File: src/rtl/run_ctrl_pkg.sv
// Shared types for the run-control sequencer: FSM state encoding and the
// instruction/memory strobe pair driven in each state.
// Pure package, no logic; strobe pairs are {instr_clock, mem_clock}.
package run_ctrl_pkg;

  typedef enum logic [2:0] {
    HALTED  = 3'd0,
    INSTR_H = 3'd1,
    MEM_H   = 3'd2,
    MEM_L   = 3'd3,
    INSTR_L = 3'd4
  } state_t;

  localparam logic [1:0] STB_HALTED  = 2'b00;
  localparam logic [1:0] STB_INSTR_H = 2'b10;
  localparam logic [1:0] STB_MEM_H   = 2'b11;
  localparam logic [1:0] STB_MEM_L   = 2'b10;
  localparam logic [1:0] STB_INSTR_L = 2'b00;

  // Unknown encodings map to the halted pair so a corrupted state never
  // drives a strobe.
  function automatic logic [1:0] strobe_of(input state_t s);
    case (s)
      INSTR_H: strobe_of = STB_INSTR_H;
      MEM_H:   strobe_of = STB_MEM_H;
      MEM_L:   strobe_of = STB_MEM_L;
      INSTR_L: strobe_of = STB_INSTR_L;
      default: strobe_of = STB_HALTED;
    endcase
  endfunction

endpackage

File: src/rtl/run_ctrl_wait_timer.sv
// Memory wait-state timer: counts stretched MEM_H cycles, flags the last allowed one.
// Latency: o_expire is combinational from the count register; count updates next edge.
// No flow control; i_clr has priority over i_inc.
//
// Ports: clk, reset (sync, active-high), i_clr (zero the count),
//        i_inc (advance the count), o_expire (count == MAX_WAIT-1, never if MAX_WAIT==0).
module run_ctrl_wait_timer #(
  parameter int MAX_WAIT = 16
) (
  input  logic clk,
  input  logic reset,
  input  logic i_clr,
  input  logic i_inc,
  output logic o_expire
);

  localparam int CNT_W = (MAX_WAIT > 2) ? $clog2(MAX_WAIT) : 1;
  localparam logic [CNT_W-1:0] LAST = CNT_W'((MAX_WAIT > 0) ? MAX_WAIT - 1 : 0);

  logic [CNT_W-1:0] r_cnt;

  always_ff @(posedge clk) begin
    if (reset) begin
      r_cnt <= '0;
    end else if (i_clr) begin
      r_cnt <= '0;
    end else if (i_inc) begin
      r_cnt <= r_cnt + 1'b1;
    end
  end

  generate
    if (MAX_WAIT == 0) begin : g_no_timeout
      // Timeout disabled: the count may wrap harmlessly, it is never compared.
      logic w_unused;
      assign w_unused = ^r_cnt;
      assign o_expire = 1'b0;
    end else begin : g_timeout
      assign o_expire = (r_cnt == LAST);
    end
  endgenerate

endmodule

File: src/rtl/cpu_run_ctrl.sv
// Run-control sequencer: four-phase instr/mem strobes with halt, single-step, wait stretch, timeout.
// Latency: 4 clk per instruction plus one per mem_ready=0 cycle in MEM_H; outputs registered.
// Backpressure: mem_ready=0 holds MEM_H; MAX_WAIT stretched cycles raise sticky fault.
//
// Ports: clk, reset (sync, active-high); run, step, halt_req, clear_fault from debug/boot;
//        mem_ready from memory; instr_clock, mem_clock to core/memory; halted, step_done,
//        fault, instr_count status.
// Build option: RUN_CTRL_INSTR_COUNTER_EN implements instr_count; otherwise it is tied to 0.
module cpu_run_ctrl
  import run_ctrl_pkg::*;
#(
  parameter int MAX_WAIT = 16,
  parameter int COUNT_W  = 32
) (
  input  logic               clk,
  input  logic               reset,
  input  logic               run,
  input  logic               step,
  input  logic               halt_req,
  input  logic               mem_ready,
  input  logic               clear_fault,
  output logic               instr_clock,
  output logic               mem_clock,
  output logic               halted,
  output logic               step_done,
  output logic               fault,
  output logic [COUNT_W-1:0] instr_count
);

  state_t r_state;
  state_t w_state_nxt;

  logic r_instr_clock;
  logic r_mem_clock;
  logic r_halted;
  logic r_step_done;
  logic r_fault;
  logic r_halt_pend;
  logic r_single;

  logic w_single_nxt;
  logic w_step_done_nxt;
  logic w_fault_set;
  logic w_halt_clr;
  logic w_wait_clr;
  logic w_wait_inc;
  logic w_wait_expire;
  logic w_active;

  run_ctrl_wait_timer #(
    .MAX_WAIT (MAX_WAIT)
  ) u_wait_timer (
    .clk      (clk),
    .reset    (reset),
    .i_clr    (w_wait_clr),
    .i_inc    (w_wait_inc),
    .o_expire (w_wait_expire)
  );

  // halt_req is only meaningful while an instruction is in flight.
  assign w_active = (r_state == INSTR_H) || (r_state == MEM_H) ||
                    (r_state == MEM_L)   || (r_state == INSTR_L);

  always_comb begin
    w_state_nxt     = r_state;
    w_single_nxt    = r_single;
    w_step_done_nxt = 1'b0;
    w_fault_set     = 1'b0;
    w_halt_clr      = 1'b0;
    w_wait_clr      = 1'b0;
    w_wait_inc      = 1'b0;
    case (r_state)
      HALTED: begin
        if (!r_fault) begin
          if (run) begin
            w_state_nxt  = INSTR_H;
            w_single_nxt = 1'b0;
          end else if (step) begin
            w_state_nxt  = INSTR_H;
            w_single_nxt = 1'b1;
          end
        end
      end
      INSTR_H: begin
        w_state_nxt = MEM_H;
        w_wait_clr  = 1'b1;
      end
      MEM_H: begin
        if (mem_ready) begin
          w_state_nxt = MEM_L;
        end else if (w_wait_expire) begin
          // Timeout still finishes the strobe sequence; the halt happens at INSTR_L.
          w_fault_set = 1'b1;
          w_state_nxt = MEM_L;
        end else begin
          w_wait_inc = 1'b1;
        end
      end
      MEM_L: begin
        w_state_nxt = INSTR_L;
      end
      INSTR_L: begin
        if (r_single || r_halt_pend || r_fault || !run) begin
          w_state_nxt = HALTED;
          w_halt_clr  = 1'b1;
          if (r_single) begin
            w_step_done_nxt = 1'b1;
            w_single_nxt    = 1'b0;
          end
        end else begin
          w_state_nxt = INSTR_H;
        end
      end
      default: begin
        // Corrupted encoding: recover exactly as from reset.
        w_state_nxt  = HALTED;
        w_single_nxt = 1'b0;
        w_halt_clr   = 1'b1;
      end
    endcase
  end

  // Outputs are computed from the next state so they change on the same
  // edge that enters the state they describe.
  always_ff @(posedge clk) begin
    if (reset) begin
      r_state       <= HALTED;
      r_instr_clock <= 1'b0;
      r_mem_clock   <= 1'b0;
      r_halted      <= 1'b1;
      r_step_done   <= 1'b0;
      r_fault       <= 1'b0;
      r_halt_pend   <= 1'b0;
      r_single      <= 1'b0;
    end else begin
      r_state                      <= w_state_nxt;
      {r_instr_clock, r_mem_clock} <= strobe_of(w_state_nxt);
      r_halted                     <= (w_state_nxt == HALTED);
      r_step_done                  <= w_step_done_nxt;
      r_single                     <= w_single_nxt;
      if (w_fault_set) begin
        r_fault <= 1'b1;
      end else if (clear_fault) begin
        r_fault <= 1'b0;
      end
      if (w_halt_clr) begin
        r_halt_pend <= 1'b0;
      end else if (halt_req && w_active) begin
        r_halt_pend <= 1'b1;
      end
    end
  end

`ifdef RUN_CTRL_INSTR_COUNTER_EN
  logic [COUNT_W-1:0] r_instr_count;

  // Counts every instruction boundary; wraps naturally at 2^COUNT_W.
  always_ff @(posedge clk) begin
    if (reset) begin
      r_instr_count <= '0;
    end else if (r_state == INSTR_L) begin
      r_instr_count <= r_instr_count + 1'b1;
    end
  end

  assign instr_count = r_instr_count;
`else
  assign instr_count = '0;
`endif

  assign instr_clock = r_instr_clock;
  assign mem_clock   = r_mem_clock;
  assign halted      = r_halted;
  assign step_done   = r_step_done;
  assign fault       = r_fault;

endmodule

File: config.mk
export PLATFORM = sky130hd
export DESIGN_NAME = cpu_run_ctrl
export DESIGN_NICKNAME = d
export VERILOG_FILES = /design/src/rtl/run_ctrl_pkg.sv /design/src/rtl/run_ctrl_wait_timer.sv /design/src/rtl/cpu_run_ctrl.sv
export SDC_FILE = /design/constraint.sdc
export NUM_CORES = 1
export LEC_CHECK = 0
export BUFFER_PORTS_ARGS = -buffer_cell sky130_fd_sc_hd__buf_4
export CORE_UTILIZATION = 35
export CTS_CLUSTER_SIZE = 30
export DETAILED_ROUTE_END_ITERATION = 7
export PLACE_DENSITY = 0.66
export SETUP_SLACK_MARGIN = 0.15
export SLEW_MARGIN = 10
export SYNTH_ARGS = -nofsm -noshare
export SYNTH_HDL_FRONTEND = slang
export SYNTH_HIERARCHICAL = 1
export SYNTH_SLANG_ARGS = --single-unit
File: constraint.sdc
create_clock -name clk -period 2.4 [get_ports clk]
set_clock_uncertainty 0.15 [all_clocks]
set_input_delay 0.36 -clock clk [delete_from_list [all_inputs] [get_ports clk]]
set_output_delay 0.36 -clock clk [all_outputs]
set_load 0.02 [all_outputs]
Word level (Yosys, flattened, before mapping)
Cells that the tools add are included.

word-level totals
  bits in registers = 14
  bits of input ports = 7
  output and inout port bits = 37

operators by class
  add/subtract/negate cells = 1
  equality and inequality tests = 11
  multiplexer cells = 25
  bitwise logic cells = 3
  reduce and logical (&&, ||, !) cells = 18

operators by type and width
  operator                                        number
  2-to-1 mux 1 bit                                16
  2-to-1 mux 3 bit                                5
  case mux 3 bit (5 select lines)                 1
  == test 3 x 2 -> 1 bit (second input constant)  4
  == test 3 x 1 -> 1 bit (second input constant)  2
  zero test 3 bit                                 2
  logical OR 1 bit                                6
  OR reduction 2 bit                              3
  OR reduction 3 bit                              2
  adder 4 x 1 -> 4 bit (second input constant)    1
  == test 4 bit (second input constant)           1
  case mux 2 bit (2 select lines)                 1
  AND reduction 4 bit                             1
  OR reduction 4 bit                              1
  == test 3 bit (second input constant)           1
  != test 3 bit (second input constant)           1
  inverter 1 bit                                  3
  case mux 1 bit (3 select lines)                 1
  != test 2 x 1 -> 1 bit (second input constant)  1
  != test 2 bit (second input constant)           1
  case mux 1 bit (2 select lines)                 1
  nonzero test 2 bit                              1
  logical AND 1 bit                               1
  zero test 1 bit                                 1

Longest topological paths before layout
  depth in word-level cells = 8
  mapped depth = 6
  mapped depth without buffers = 6

Modules after synthesis
Netlist, hierarchy kept.

modules (own cells, without submodules)
  module               instances  cells each  area each (µm²)  sequential area each (µm²)
  cpu_run_ctrl         1          80          683.2            200.2
  run_ctrl_wait_timer  1          18          183.9            80.1

Worst setup path after synthesis
OpenSTA, ideal clock, no wires.

  kind = register to register
  start point = register u_wait_timer.r_cnt[0]
  end point = register u_wait_timer.r_cnt[3]
  setup time = 123 ps
  arrival = 1978 ps
  required time = 2127 ps
  setup slack = 149 ps
  cell stages (with the launch flop) = 7
  path buffers = 0
  clock period less this slack = 2251 ps
  path through = dfxtp_1 > ha_1 > and3_1 > or3b_1 > nor3_1 > nand4_1 > mux2_1

on the way
  word-level cells in the longest chain between the ends = 4
  elaborated cells on any way between the ends = 5
  those cells by class = 1 x add/sub; 1 x eq/ne; 3 x mux

ends and longest elaborated chain
  element                 line                       text
  start, declared         run_ctrl_wait_timer.sv:20  logic [CNT_W-1:0] r_cnt;
  start signal, assigned  run_ctrl_wait_timer.sv:28  r_cnt <= r_cnt + 1'b1;
  == test 4 bit           run_ctrl_wait_timer.sv:39  assign o_expire = (r_cnt == LAST);
  via w_wait_expire       cpu_run_ctrl.sv:47         logic w_wait_expire;
  2-to-1 mux 1 bit        cpu_run_ctrl.sv:91         end else if (w_wait_expire) begin
  2-to-1 mux 1 bit        cpu_run_ctrl.sv:89         if (mem_ready) begin
  2-to-1 mux 1 bit        cpu_run_ctrl.sv:72         case (r_state)
  via w_wait_inc          cpu_run_ctrl.sv:46         logic w_wait_inc;

The timed path passes the listed nets, and every way through them passes these cells.
A chain may end at the register's enable or synchronous reset.

Worst setup path in the final report
Ends and elaborated chain as after synthesis.

==> flow_metrics.tcl <==
set metrics [dict create \
    ctsRootBufferMaster "clkbuf_4" \
    crit_type "reg -> reg" \
    synth_compound_area_frac 0.0909 \
    crit_path_start "u_wait_timer/r_cnt[0]" \
    startpoint_type "register" \
    wl_per_cell_um 9.10 \
    hold_depth 2 \
    worstPathArrival_ps 2040 \
    antenna_left 0 \
    clkSinkCount 14 \
    port_buffers 11 \
    ys_seq_area_frac 0.323 \
    netlist_instances 98 \
    ff2ff_setup_slack_ps 390 \
    drtPass1Iterations 3 \
    async_reset_ff_frac 0 \
    synth_fa_ha_area_frac 0.0144 \
    hp-class "in -> reg" \
    power_mw 0.599 \
    tritoncts "done" \
    synth_warnings 6 \
    areaGrowthSynthToFinish_pct 1.88 \
    fin_crit_sh 0.840 \
    yosys.area.top_type "dfxtp_1" \
    dieArea_sq_mm 0.00268 \
    ys_ff_latch 14 \
    crit_path_end "u_wait_timer/r_cnt[3]" \
    ios 44 \
    nFillCells 240 \
    die_w_um 51.8 \
    reg2reg_to "u_wait_timer/r_cnt[3]" \
    final_cell_area_sq_um 883 \
    grt_pass1_wl_mm 2.01 \
    path_max_fanout 3 \
    setup_viol 0 \
    cts_hold_buf 0 \
    drv_cap 0 \
    coreArea_sq_mm 0.00228 \
    worst_r2r_path_depth 6 \
    post_dp_cell_area_sq_um 847 \
    p_per_area_mw_per_mm2 678 \
    routabilityCongestion 0.817 \
    die_h_um 51.8 \
    synth_top_area_share 0.323 \
    n_antenna_cell 0 \
    grt_pass1_vias 481 \
    h-tree-depth 1 \
    place_worst_setup_slack_ps 387 \
    largest_reg_flops 4 \
    post_cts_buffers 0 \
    period_needed_ps 2010 \
    end_kind "register" \
    synth_simple_gate_area_frac 0.211 \
    start_util 0.381 \
    synth_edf_count 0 \
    num_vias 581 \
    overflow 0 \
    r2r_start "u_wait_timer/r_cnt[0]" \
    max_freq_mhz 496 \
    cts_resized 0 \
    tns_ps 0 \
    synth_xor_area_frac 0.0202 \
    finalHoldViolCount 0 \
    clk_path_buf_depth 2 \
    synth-main-ff-cell "dfxtp_1" \
    drt_iter0_drc 4 \
    grt_max_degree 14 \
    final_nets 118 \
    crit_required_ps 2430 \
    status "completed" \
    clk_pin_slew_ps 90 \
    report.final.slew_viol_count 0 \
    grt_antenna_before_repair 0 \
    largest-register "u_wait_timer/r_cnt" \
    drive_gt1_frac 0.211 \
    rsz0062_at_grt "false" \
    std_cell_rows 17 \
    syn_avg_cell_area_sq_um 8.85 \
    muxShareOfSynthArea 0.0245 \
    peakVddDrop_v 0.000301 \
    clk_latency_ps 290 \
    numCtsBuffers 3 \
    synth_top_family_by_area "buffers and inverters" \
    drt-vias-per-instance 4.24 \
    drc_errors 0 \
    setup_slack_ps 385 \
    leakagePower_nw 0.418 \
    drt-total-wl_mm 1.25 \
    dp_hpwl_um 953 \
    largestRegisters "u_wait_timer/r_cnt: 4 flops, r_state: 3 flops" \
    synth.area.top_cells "dfxtp_1 32%, buf_4 29%, a21oi_1 2.9%" \
    track_usage 0.106 \
    yosys.cell_types.count 35 \
    syn_area_sq_um 867 \
]
-- area by class of cell --
type                            instances  area [sq um]  area share
Tap cell                               28          35.0      0.0397
Multi-Input combinational cell         78           438       0.496
Clock buffer                            4          36.3      0.0411
Sequential cell                        14           280       0.317
Inverter                                1          3.75     0.00425
Timing Repair Buffer                   12          90.1       0.102
-- cells by family after synthesis --
family,Yosys count
AOI/OAI and AO/OA,12
xor gates and xnor gates,2
adders and majority gates,1
buffers and inverters,37
DFF,14
muxes,2
other,1
and+or+nand+nor,29
-- layout by cell type, fill, tap and decap left out, types with 2 or more instances in the layout --
cell	Yosys	final
xnor2_1	2	2
conb_1	1	32
nand2b_1	2	2
and3_1	2	2
buf_4	33	12
nor3_1	5	4
a21oi_1	5	5
nor3_2	1	2
dfxtp_1	14	14
or2_2	2	2
or3_1	2	2
nor2_1	5	5
clkbuf_4	0	3
-- cell usage after synthesis (2+ instances only) --
master and number:
clkbuf_1 2, dfxtp_1 14, nor2_1 5, nor3_1 5, xnor2_1 2, nand2b_1 2
buf_4 33, and3_1 2, or2_2 2, or3_1 2, a21oi_1 5
-- layer usage --
layer,track usage,wire [um],up-vias
li1,-,-,289
met1,0.113,537,260
met2,0.165,573,27
met3,0.0556,104,5
met4,0.0676,32,0
met5,0,0,-
-- report_power, final --
part	total (mW)	internal, mW	switching (mW)
registers	0.275	0.253	0.0221
logic	0.151	0.0541	0.0969
clock network	0.173	0.0926	0.0802
total	0.599	0.399	0.199
-- through the flow --
stage                      util  std cells  hold slack (ps)
after floorplan               -        129              337
after global routing      0.388        137              173
after detailed placement  0.372        133              375
final                     0.388        137              172
after CTS                 0.388        137              160
after global placement    0.372        133              351
-- worst max-delay path, cell delays in order, from the launching register on --
cell     delay (ps)
dfxtp_1         340
ha_1            220
and3_1          200
or3b_1          400
nor3_2          160
nand4_1         120
mux2_1          320
-- how the worst min path moves through the flow --
| stage | slack [ps] | endpoint | from |
|---|---|---|---|
| after floorplan | 340 | u_wait_timer/r_cnt[1] | u_wait_timer/r_cnt[1] |
| after global placement | 350 | fault | fault |
| after detailed placement | 370 | fault | fault |
| after CTS | 160 | r_state[0] | reset |
| after global routing | 170 | mem_clock | reset |
| final | 170 | mem_clock | reset |
Power figures use the tool's default switching activity.
